### src/rtl/aes_round_scheduler.sv
// Iterative AES-128 round sequencer: arbitrates one shared combinational round unit between host (A) and DMA (B).
// Define AES_ROUND_RR_EN for round-robin tie-breaking; otherwise A has fixed priority over B.
module aes_round_scheduler #(
    parameter int DATA_W     = 128,
    parameter int NUM_ROUNDS = 10,
    parameter int IDX_W      = 4
) (
    input  logic              clk,
    input  logic              rst,
    input  logic              a_valid,
    input  logic [DATA_W-1:0] a_data,
    output logic              a_ready,
    input  logic              b_valid,
    input  logic [DATA_W-1:0] b_data,
    output logic              b_ready,
    output logic [DATA_W-1:0] rnd_state,
    output logic [IDX_W-1:0]  rnd_idx,
    output logic              rnd_final,
    input  logic [DATA_W-1:0] rnd_result,
    output logic              out_valid,
    output logic [DATA_W-1:0] out_data,
    output logic              out_id,
    input  logic              out_ready,
    output logic              busy
);

    typedef enum logic [1:0] {IDLE, ROUND, DONE} fsm_t;

    fsm_t              fsm;
    logic [DATA_W-1:0] state_reg;
    logic              id_reg;
    logic              grant_a;
    logic              grant_b;
    logic              last_round;
`ifdef AES_ROUND_RR_EN
    logic              last_id;
`endif

    // Grants are combinational so a requester sees ready in the same cycle it is accepted.
    always_comb begin
        grant_a = 1'b0;
        grant_b = 1'b0;
        if (fsm == IDLE && !rst) begin
`ifdef AES_ROUND_RR_EN
            grant_a = a_valid & (~b_valid | last_id);
            grant_b = b_valid & ~grant_a;
`else
            grant_a = a_valid;
            grant_b = b_valid & ~a_valid;
`endif
        end
    end

    assign a_ready    = grant_a;
    assign b_ready    = grant_b;
    assign last_round = (rnd_idx == IDX_W'(NUM_ROUNDS));
    assign rnd_state  = state_reg;
    assign rnd_final  = (fsm == ROUND) && last_round;

    always_ff @(posedge clk) begin
        if (rst) begin
            fsm       <= IDLE;
            state_reg <= '0;
            id_reg    <= 1'b0;
            rnd_idx   <= '0;
            out_data  <= '0;
            out_id    <= 1'b0;
            out_valid <= 1'b0;
            busy      <= 1'b0;
`ifdef AES_ROUND_RR_EN
            last_id   <= 1'b1;
`endif
        end else begin
            case (fsm)
                IDLE: begin
                    if (grant_a || grant_b) begin
                        state_reg <= grant_b ? b_data : a_data;
                        id_reg    <= grant_b;
                        rnd_idx   <= '0;
                        busy      <= 1'b1;
                        fsm       <= ROUND;
`ifdef AES_ROUND_RR_EN
                        last_id   <= grant_b;
`endif
                    end
                end
                ROUND: begin
                    state_reg <= rnd_result;
                    if (last_round) begin
                        // Index parks at 0 so the round-unit inputs stay defined outside ROUND.
                        rnd_idx   <= '0;
                        out_valid <= 1'b1;
                        out_data  <= rnd_result;
                        out_id    <= id_reg;
                        fsm       <= DONE;
                    end else begin
                        rnd_idx <= rnd_idx + 1'b1;
                    end
                end
                DONE: begin
                    if (out_ready) begin
                        out_valid <= 1'b0;
                        busy      <= 1'b0;
                        fsm       <= IDLE;
                    end
                end
                default: fsm <= IDLE;
            endcase
        end
    end

endmodule

### config.mk
export PLATFORM = sky130hd
export DESIGN_NAME = aes_round_scheduler
export DESIGN_NICKNAME = d
export VERILOG_FILES = /design/src/rtl/aes_round_scheduler.sv
export SDC_FILE = /design/constraint.sdc
export NUM_CORES = 1
export LEC_CHECK = 0
export CELL_PAD_IN_SITES_DETAIL_PLACEMENT = 1
export CELL_PAD_IN_SITES_GLOBAL_PLACEMENT = 2
export CORE_AREA = 4 4 251 253
export CTS_CLUSTER_SIZE = 40
export DETAILED_ROUTE_END_ITERATION = 10
export DIE_AREA = 0 0 255 257
export PLACE_DENSITY = 0.85
export SLEW_MARGIN = 20
export SYNTH_ARGS = -nofsm -noshare
export SYNTH_HDL_FRONTEND = slang
export SYNTH_SLANG_ARGS = --single-unit
### constraint.sdc
create_clock -name clk -period 4.8 [get_ports clk]
set_input_delay 0.72 -clock clk [delete_from_list [all_inputs] [get_ports clk]]
set_output_delay 0.72 -clock clk [all_outputs]
set_load 0.005 [all_outputs]
==> reports/qor.txt, run 1 <==
final core utilization: 35.5%
Initial Util: 22.3%
Min-Delay Endpoint: rnd_state[124]
Final min period: 3.28 ns
hold_sp: rnd_state[124]
Post-synth EDFFs: 0
LEAKAGE: 7.07 nW
share of layout cells above drive strength 1: 4.13%
num rows: 91
design area: 0.0217 sq mm
Max VDD drop: 0.184 mV
Synth Cell Area: 0.0136 sq mm
via count: 15358
H-tree depth: 2
worst skew pair latency: 0.53 ns
remaining antenna violation count: 0
Setup Buffers After CTS: 0
Avg Inst Size Synth: 8.29 sq um
sequential cell area fraction in the yosys report: 39.1%
synth unique cells: 37
Worst-Margin Slew: 1.03 ns
Ports: 655
max cap viols: 0
Crit. End Element: output pin
FFs w/ async S/R, synth: 0%
FMAX: 0.305 GHz
Synthesis Warnings: 0
PortBufs: 654
P per Cell Area: 291 mW/mm^2
vias in the first global route: 16143
vias per cell: 5.16
leading area contributor after synthesis: dfxtp_1
die area: 0.0655 sq mm
Clock Pin Slew Worst Setup and Hold Paths: 0.06 ns
Min-Delay Path Class: flip-flop to flip-flop
total CTS buffers: 36
total length of routed wires: 69.9 mm
R2R Path End: rnd_state[95]
DRC viols: 0
top post-synthesis cells by area: dfxtp_1 39%, nor2b_1 8.5%, a21oi_1 8.3%
Worst slew margin: 31.6%
drt initial violations: 767
Post-synth top flop: dfxtp_1
Layout Area Growth over Synthesis: 59.3%
Synth top area share: 39.1%
Clock Tree Buf Depth: 3
half-perimeter wire length after placement: 48.5 mm
R2R setup slack: 1.80 ns
Placer Congestion: 0.855
period utilization: 68.4%
detailed-route wire length per cell: 23.5 microns
CTS Root Cell: clkbuf_16
first-pass GRT wire length: 103 mm
final net count: 2545
crit path DAT: 2.56 ns
largest net degree at the start of global routing: 177
worst reg2reg path depth: 5
post-cts sizing count: 0
crit path max fanout: 6
Setup Skew: 0.0118 ns
post-place instance area: 0.0205 sq mm
outcome: finished clean
Congestion Overflow GR: 0
GRT Total Usage: 20.1%
Data required, critical path: 4.08 ns
CTS tree: done
Fin Setup TNS: 0 ns
RSZ-0062 raised after global routing: no
Seq cells post-synth: 266
Final setup viols: 0
initial antenna violation count: 12
hold buffers post-CTS: 0
FF-to-FF Start: fsm[0]
Synth Instances: 1644
clk sink count: 266
Syn Nets: 2035
critical path type: input port to output pin
Core ar.: 0.0610 sq mm
die height: 257 microns
Final Hold Vio Count: 0
Hold Crit Depth: 2
Die Wd: 255 microns
CP Launch Type: input port
Final Max Slew Viols: 0
First-pass DRT Iterations: 5
[layout by cell type (no fill, tap or decap), types with 2 or more instances in the layout]
cell type,Yosys,final
inv_1,41,39
o32ai_1,37,37
ha_1,2,2
o22ai_1,92,92
clkinv_2,0,3
nand3b_1,3,3
nand3_1,131,131
buf_4,4,18
clkbuf_16,0,38
clkbuf_1,130,14
nor3_1,72,72
nand2_1,2,2
a311oi_1,92,92
a31oi_1,2,2
a21oi_1,226,226
clkdlybuf4s50_1,0,653
clkbuf_8,0,6
or3_1,3,2
a21o_1,2,2
o21ai_0,129,129
buf_12,9,10
diode_2,0,8
nor2b_1,185,184
mux2i_1,92,92
o211ai_1,36,36
dfxtp_1,266,265
nor2_1,6,5
o311ai_0,4,4
[how the worst max path moves through the flow]
| stage | slack [ns] | depth (start not counted) | start | to |
|---|---|---|---|---|
| 6_report | 1.52 | 4 | a_valid | b_ready |
| 5_1_grt | 1.42 | 4 | a_valid | b_ready |
| 4_1_cts | 1.52 | 4 | a_valid | b_ready |
| 3_5_place_dp | 1.52 | 4 | a_valid | b_ready |
| 3_3_place_gp | 1.52 | 4 | a_valid | b_ready |
| 2_1_floorplan | 2.53 | 3 | a_valid | b_ready |
[per-stage QoR]
stage               hold WS (ns)  worst slack, ns  total power, mW  instances
floorplan                  0.444             2.53             2.91       1644
global placement           0.440             1.52             3.64       2906
detailed placement         0.454             1.52             3.66       2906
CTS                        0.463             1.52             6.40       2971
global route               0.477             1.42             6.57       2977
finish                     0.460             1.52             6.30       2979
[layer usage]
metal | vias up | share of wire (%) | global-route usage [%]
met5 | - | 0.089 | 0
met4 | 10 | 3.5 | 7.31
met3 | 125 | 8.0 | 5.68
met2 | 561 | 49 | 34.3
met1 | 7538 | 40 | 24.1
li1 | 7124 | - | -
[cells by family (layout without fill, tap and decap cells)]
kind of cell / count (synthesis) / count (layout) / synth area share [%]
AOI/OAI and AO/OA: 623 / 623 / 28.2
adders and majority gates: 2 / 2 / 0.184
buffers and inverters: 251 / 788 / 8.75
DFF: 266 / 266 / 39.1
muxes: 92 / 92 / 6.76
other: 0 / 8 / 0
and+or+nand+nor: 410 / 410 / 17.0
[cells in the mapped netlist (2+ instances only)]
library cell	n
buf_1	10
o311ai_0	4
a311oi_1	92
a21o_1	2
nand3b_1	3
a31oi_1	2
buf_4	4
o22ai_1	92
buf_2	55
nor2_1	6
o32ai_1	37
a21oi_1	226
dfxtp_1	266
inv_1	41
buf_12	9
nand3_1	131
nand2_1	2
nor2b_1	185
mux2i_1	92
o211ai_1	36
clkbuf_1	130
nand2b_1	2
or3_1	3
ha_1	2
nor3_1	72
o21ai_0	129
[power breakdown]
part           internal (mW)  leakage, nW  switching, mW
Clock                   1.61        0.565           1.08
Combinational          0.674         4.32          0.545
Sequential              2.32         2.18         0.0765
Total                   4.60         7.07           1.71
[area by class of cell]
cell class              count  area (sq um)
repair buffers            682          6890
fillers                  7126         39300
inverters                  41           161
flip-flops and latches    266          5330
well taps                 790           988
clock buffers              58          1090
multi-input cells        1127          7140
diodes                      8          20.0
clock inverters             7          77.6
[worst max-delay path, stage by stage]
cell	delay [ns]
clkdlybuf4s50_1	0.57
or4b_1	0.62
nor2_1	0.12
clkdlybuf4s50_1	0.53
Power figures use the tool's default switching activity.
==> run 2, diff against run 1 <==
--- a/config.mk
+++ b/config.mk
@@ -7,11 +7,11 @@
 export LEC_CHECK = 0
 export CELL_PAD_IN_SITES_DETAIL_PLACEMENT = 1
 export CELL_PAD_IN_SITES_GLOBAL_PLACEMENT = 2
-export CORE_AREA = 4 4 251 253
+export CORE_MARGIN = 4
+export CORE_UTILIZATION = 22
 export CTS_CLUSTER_SIZE = 40
 export DETAILED_ROUTE_END_ITERATION = 10
-export DIE_AREA = 0 0 255 257
-export PLACE_DENSITY = 0.85
+export PLACE_DENSITY = 0.84
 export SLEW_MARGIN = 20
 export SYNTH_ARGS = -nofsm -noshare
 export SYNTH_HDL_FRONTEND = slang
==> constraint.sdc (replaced) <==
create_clock -name clk -period 3.4 [get_ports clk]
set_input_delay 0.51 -clock clk [delete_from_list [all_inputs] [get_ports clk]]
set_output_delay 0.51 -clock clk [all_outputs]
set_load 0.005 [all_outputs]
==> run 2 against run 1 <==
Against the previous run:
- sequential power up 40%
- largest cell class unchanged
- routed wire length decreased by 0.21%
- largest power group unchanged
- via count up 0.33%
- combinational power up 45%
- critical endpoint unchanged
- highest routed layer unchanged
==> reports/qor.txt, run 2 (synthesized netlist as in run 1, its figures left out) <==
outcome: finished clean (unchanged)
worst reg2reg path depth: 4 (was 5)
commonest non-fill, non-tap cell in the layout: clkdlybuf4s50_1 (unchanged)
Setup Skew: 0.0176 ns (was 0.0118 ns)
First-pass DRT Iterations: 5 (unchanged)
Initial Util: 22.4% (was 22.3%)
Crit path largest cell delay: 0.66 ns (was 0.62 ns)
half-perimeter wire length after placement: 48.9 mm (was 48.5 mm)
remaining antenna violation count: 0 (unchanged)
H-tree depth: 2 (unchanged)
initial antenna violation count: 17 (was 12)
drt initial violations: 752 (was 767)
Crit. End Element: output pin (unchanged)
Core ar.: 0.0608 sq mm (was 0.0610 sq mm)
CTS tree: done (unchanged)
PortBufs: 654 (unchanged)
DRC viols: 0 (unchanged)
FF-to-FF Start: fsm[1] (was fsm[0])
Power, Total: 8.93 mW (was 6.30 mW)
R2R setup slack: 1.11 ns (was 1.80 ns)
critical path type: flip-flop to output pin (was input port to output pin)
FMAX: 0.346 GHz
Data required, critical path: 2.89 ns (was 4.08 ns)
via count: 15408 (was 15358)
post-place instance area: 0.0207 sq mm (was 0.0205 sq mm)
Congestion Overflow GR: 0 (unchanged)
Max VDD drop: 0.243 mV (was 0.184 mV)
crit path DAT: 2.38 ns (was 2.56 ns)
CP Launch Type: flip-flop (was input port)
Min-Delay Path Class: input port to flip-flop (was flip-flop to flip-flop)
design area: 0.0219 sq mm (was 0.0217 sq mm)
Worst slew margin: 30.6% (was 31.6%)
share of layout cells above drive strength 1: 4.79% (was 4.13%)
Filler cells: 7030 (was 7126)
Final setup viols: 0 (unchanged)
LEAKAGE: 7.17 nW (was 7.07 nW)
hold_sp: rst (was rnd_state[124])
detailed-route wire length per cell: 23.4 microns (was 23.5 microns)
Final min period: 2.89 ns
Setup Buffers After CTS: 0 (unchanged)
total length of routed wires: 69.7 mm (was 69.9 mm)
num rows: 90 (was 91)
slowest stage cell, crit path: or4b_1 (unchanged)
clk sink count: 266 (unchanged)
vias per cell: 5.17 (was 5.16)
Die Wd: 257 microns (was 255 microns)
die area: 0.0660 sq mm (was 0.0655 sq mm)
Clock Pin Slew Worst Setup and Hold Paths: 0.06 ns (about the same)
Fin Setup TNS: 0 ns (unchanged)
vias in the first global route: 16196 (was 16143)
RSZ-0062 raised after global routing: no (unchanged)
Worst-Margin Slew: 1.04 ns (was 1.03 ns)
worst skew pair latency: 0.54 ns (was 0.53 ns)
post-cts sizing count: 0 (unchanged)
final net count: 2556 (was 2545)
Clock Tree Buf Depth: 3 (unchanged)
Ports: 655 (unchanged)
Layout Area Growth over Synthesis: 60.5% (was 59.3%)
total CTS buffers: 35 (was 36)
most frequent cells in the layout: 653 x clkdlybuf4s50_1, 265 x dfxtp_1, 226 x a21oi_1 (unchanged)
Placer Congestion: 0.873 (was 0.855)
P per Cell Area: 408 mW/mm^2 (was 291 mW/mm^2)
CTS Root Cell: clkbuf_16 (unchanged)
hold buffers post-CTS: 0 (unchanged)
first-pass GRT wire length: 104 mm (was 103 mm)
R2R Path End: rnd_state[6] (was rnd_state[95])
CP Cell Sequence: or4b_1 -> nor2_1 -> clkdlybuf4s50_1 (was clkdlybuf4s50_1 -> or4b_1 -> nor2_1 -> clkdlybuf4s50_1)
GRT Total Usage: 19.9% (was 20.1%)
Setup crit end: b_ready (unchanged)
Final Max Slew Viols: 0 (unchanged)
Final Hold Vio Count: 0 (unchanged)
crit path max fanout: 13 (was 6)
die height: 257 microns (about the same)
period utilization: 85.1%
max cap viols: 0 (unchanged)
critical path launch point: fsm[1] (was a_valid)
largest net degree at the start of global routing: 184 (was 177)
## run 2: cell types whose count changed in the layout (fill, tap and decap cells not counted), moves of 2 or more
| cell | change |
|---|---|
| buf_4 | +5 |
| bufinv_16 | +2 |
| diode_2 | +3 |
| buf_12 | +7 |
| inv_6 | +3 |
| clkbuf_1 | -6 |
| clkbuf_16 | -3 |
## run 2: final cells by class
type / count / area [sq um] / share of cell area, %
Clock inverter: 12 / 153 / 0.698
Clock buffer: 50 / 1000 / 4.58
Sequential cell: 266 / 5330 / 24.4
Multi-Input combinational cell: 1127 / 7150 / 32.7
Inverter: 41 / 161 / 0.738
Antenna cell: 11 / 27.5 / 0.126
Timing Repair Buffer: 694 / 7060 / 32.3
Tap cell: 782 / 978 / 4.48
## run 2: metrics by stage
stage	hold slack (ns)	cells	util, %	worst slack, ns
finish	0.251	2983	36.0	0.506
global route	0.225	2980	35.9	0.389
global placement	0.440	2910	34.0	0.549
floorplan	0.444	1644	-	1.55
CTS	0.207	2972	35.9	0.454
detailed placement	0.453	2910	34.0	0.543
## run 2: how the worst min path moves through the flow
stage / end / cells after the start / slack (ns)
after detailed placement: rnd_state[94] / 2 / 0.45
final: out_data[0] / 2 / 0.25
after global routing: out_data[0] / 2 / 0.23
after floorplan: out_id / 2 / 0.44
after CTS: out_data[127] / 2 / 0.21
after global placement: rnd_state[119] / 2 / 0.44
## run 2: power by group
group | leakage [nW] | switching, mW | internal [mW]
combinational | 4.42 | 0.797 | 0.972
clock | 0.567 | 1.51 | 2.29
sequential | 2.18 | 0.0935 | 3.27
total | 7.17 | 2.40 | 6.53
## run 2: layer usage
layer / wire, microns / global-route usage, % / vias to the layer above / share of wire [%]
met5: 54 / 0 / - / 0.077
met4: 2170 / 6.77 / 8 / 3.1
met3: 4800 / 5.69 / 112 / 6.9
met2: 34500 / 34.5 / 539 / 49
met1: 28200 / 23.5 / 7599 / 40
li1: - / - / 7150 / -
## run 2: critical path, delay by kind of cell, from the launching register on
kind	cells	cell delay, ns
and+or+nand+nor	2	0.79
buffers and inverters	1	0.53
DFF	1	0.54
==> run 3, diff against run 2 <==
--- a/config.mk
+++ b/config.mk
@@ -7,12 +7,11 @@
 export LEC_CHECK = 0
 export CELL_PAD_IN_SITES_DETAIL_PLACEMENT = 1
 export CELL_PAD_IN_SITES_GLOBAL_PLACEMENT = 2
-export CORE_MARGIN = 4
+export CORE_MARGIN = 2
 export CORE_UTILIZATION = 22
 export CTS_CLUSTER_SIZE = 40
 export DETAILED_ROUTE_END_ITERATION = 10
 export PLACE_DENSITY = 0.84
-export SLEW_MARGIN = 20
 export SYNTH_ARGS = -nofsm -noshare
 export SYNTH_HDL_FRONTEND = slang
 export SYNTH_SLANG_ARGS = --single-unit
==> run 3 against run 2 <==
Against the previous run:
- critical path depth increased by 1
- highest routed layer unchanged
- die area fell by 3.1%
- global-route usage increased by 0.69 points
- flip-flop and latch count unchanged
- critical path type is now input port to output pin
- largest cell class unchanged
- final cell count fell by 0.27%
- combinational power fell by 2%
- sequential power about the same
- clock-buffer cell count rose by 2
==> reports/qor.txt, run 3 (synthesized netlist as in run 1, its figures left out) <==
Crit path largest cell delay: 0.62 ns (was 0.66 ns)
Worst-Margin Slew: 0.933 ns (was 1.04 ns)
drt initial violations: 651 (was 752)
Initial Util: 22.2% (was 22.4%)
largest net degree at the start of global routing: 184 (unchanged)
Setup Skew: 0.0110 ns (was 0.0176 ns)
FMAX: 0.354 GHz (was 0.346 GHz)
Worst slew margin: 37.8% (was 30.6%)
GRT Total Usage: 20.6% (was 19.9%)
CP Cell Sequence: clkdlybuf4s50_1 -> or4b_1 -> nor2_1 -> clkdlybuf4s50_1 (was or4b_1 -> nor2_1 -> clkdlybuf4s50_1)
vias in the first global route: 16111 (was 16196)
cell family with most CP delay: buffers and inverters (was simple AND/OR/NAND/NOR gates)
via count: 15441 (was 15408)
Clock Tree Buf Depth: 3 (unchanged)
vias per cell: 5.19 (was 5.17)
CP Depth: 4 (was 3)
placed instance count: 2909 (was 2910)
crit path DAT: 2.32 ns (was 2.38 ns)
die height: 253 microns (was 257 microns)
CTS tree: done (unchanged)
design area: 0.0218 sq mm (was 0.0219 sq mm)
Placer Congestion: 0.842 (was 0.873)
Min-Delay Path Class: input port to flip-flop (unchanged)
crit path max fanout: 5 (was 13)
CP Launch Type: input port (was flip-flop)
Hold Crit Depth: 2 (unchanged)
clk sink count: 266 (unchanged)
Filler cells: 7117 (was 7030)
commonest non-fill, non-tap cell in the layout: clkdlybuf4s50_1 (unchanged)
Layout Area Growth over Synthesis: 59.9% (was 60.5%)
outcome: finished clean (unchanged)
CTS Root Cell: clkbuf_16 (unchanged)
Final Max Slew Viols: 0 (unchanged)
Final setup viols: 0 (unchanged)
Core ar.: 0.0615 sq mm (was 0.0608 sq mm)
critical path type: input port to output pin (was flip-flop to output pin)
CP most frequent cell: clkdlybuf4s50_1
period utilization: 83.1% (was 85.1%)
final core utilization: 35.4% (was 36.0%)
final worst slack: 0.574 ns (was 0.506 ns)
final std cells w/o fill: 2975 (was 2983)
Clock Pin Slew Worst Setup and Hold Paths: 0.05 ns (was 0.06 ns)
worst reg2reg path depth: 5 (was 4)
remaining antenna violation count: 0 (unchanged)
Congestion Overflow GR: 0 (unchanged)
Setup Buffers After CTS: 0 (unchanged)
Fin Setup TNS: 0 ns (unchanged)
LEAKAGE: 7.12 nW (was 7.17 nW)
Crit path buffers/inverters: 2 (was 1)
max cap viols: 0 (unchanged)
post-place instance area: 0.0206 sq mm (was 0.0207 sq mm)
PortBufs: 654 (unchanged)
Data required, critical path: 2.89 ns (about the same)
DRC viols: 0 (unchanged)
Final min period: 2.83 ns (was 2.89 ns)
First-pass DRT Iterations: 5 (unchanged)
hold buffers post-CTS: 0 (unchanged)
total length of routed wires: 68.9 mm (was 69.7 mm)
Final Hold Vio Count: 0 (unchanged)
Post-Place Worst Slack: 0.570 ns (was 0.543 ns)
first-pass GRT wire length: 102 mm (was 104 mm)
worst skew pair latency: 0.54 ns (about the same)
P per Cell Area: 411 mW/mm^2 (was 408 mW/mm^2)
final net count: 2547 (was 2556)
most frequent cells in the layout: 653 x clkdlybuf4s50_1, 265 x dfxtp_1, 226 x a21oi_1 (unchanged)
Power, Total: 8.95 mW (was 8.93 mW)
post-cts sizing count: 0 (unchanged)
Crit. End Element: output pin (unchanged)
detailed-route wire length per cell: 23.2 microns (was 23.4 microns)
Die Wd: 253 microns (was 257 microns)
slowest stage cell, crit path: clkdlybuf4s50_1 (was or4b_1)
Max VDD drop: 0.286 mV (was 0.243 mV)
WHS: 0.348 ns (was 0.251 ns)
Ports: 655 (unchanged)
half-perimeter wire length after placement: 46.7 mm (was 48.9 mm)
die area: 0.0639 sq mm (was 0.0660 sq mm)
RSZ-0062 raised after global routing: no (unchanged)
H-tree depth: 2 (unchanged)
share of layout cells above drive strength 1: 4.31% (was 4.79%)
num rows: 91 (was 90)
initial antenna violation count: 12 (was 17)
total CTS buffers: 35 (unchanged)
[run 3: changes by cell type in the layout (fill, tap and decap cells not counted), sizes merged]
cell | before | now
diode | 11 | 6
clkbuf | 50 | 52
clkinvlp | 1 | 0
buf | 41 | 32
inv | 44 | 41
[run 3: worst reg2reg max path, cell delays in order (launching register included)]
cell	delay, ns
dfxtp_4	0.46
buf_4	0.54
buf_4	0.63
nor2b_1	0.17
mux2i_1	0.20
a311oi_1	0.12
[run 3: layout make-up]
cell class / count / area (sq um) / area share (%)
antenna: 6 / 15.0 / 0.0690
clock buffer: 52 / 1050 / 4.83
clock inverter: 8 / 115 / 0.529
inverter: 41 / 161 / 0.741
multi-input combinational: 1127 / 7140 / 32.8
sequential: 266 / 5330 / 24.5
tap: 790 / 988 / 4.54
timing repair buffer: 685 / 6970 / 32.0
[run 3: path summary, 6_finish.rpt]
check / start / to / slack, ns
hold / removal: rst / out_data[124] / 0.35
setup / recovery: b_valid / b_ready / 0.57
setup reg to reg: fsm[0] / rnd_state[69] / 1.13
hold reg to reg: rnd_state[117] / rnd_state[117] / 0.46
[run 3: layer usage]
layer	routed length, microns	vias up	track usage, %
li1	-	7143	-
met4	2820	14	8.25
met2	33200	559	35.0
met3	5660	141	6.71
met5	91	-	0
met1	27200	7584	23.7
[run 3: report_power, final]
part	total, mW	internal (mW)	switching, mW	leakage [nW]
combinational	1.73	0.953	0.782	4.36
sequential	3.37	3.27	0.0915	2.18
clock	3.85	2.36	1.49	0.578
total	8.95	6.59	2.37	7.12
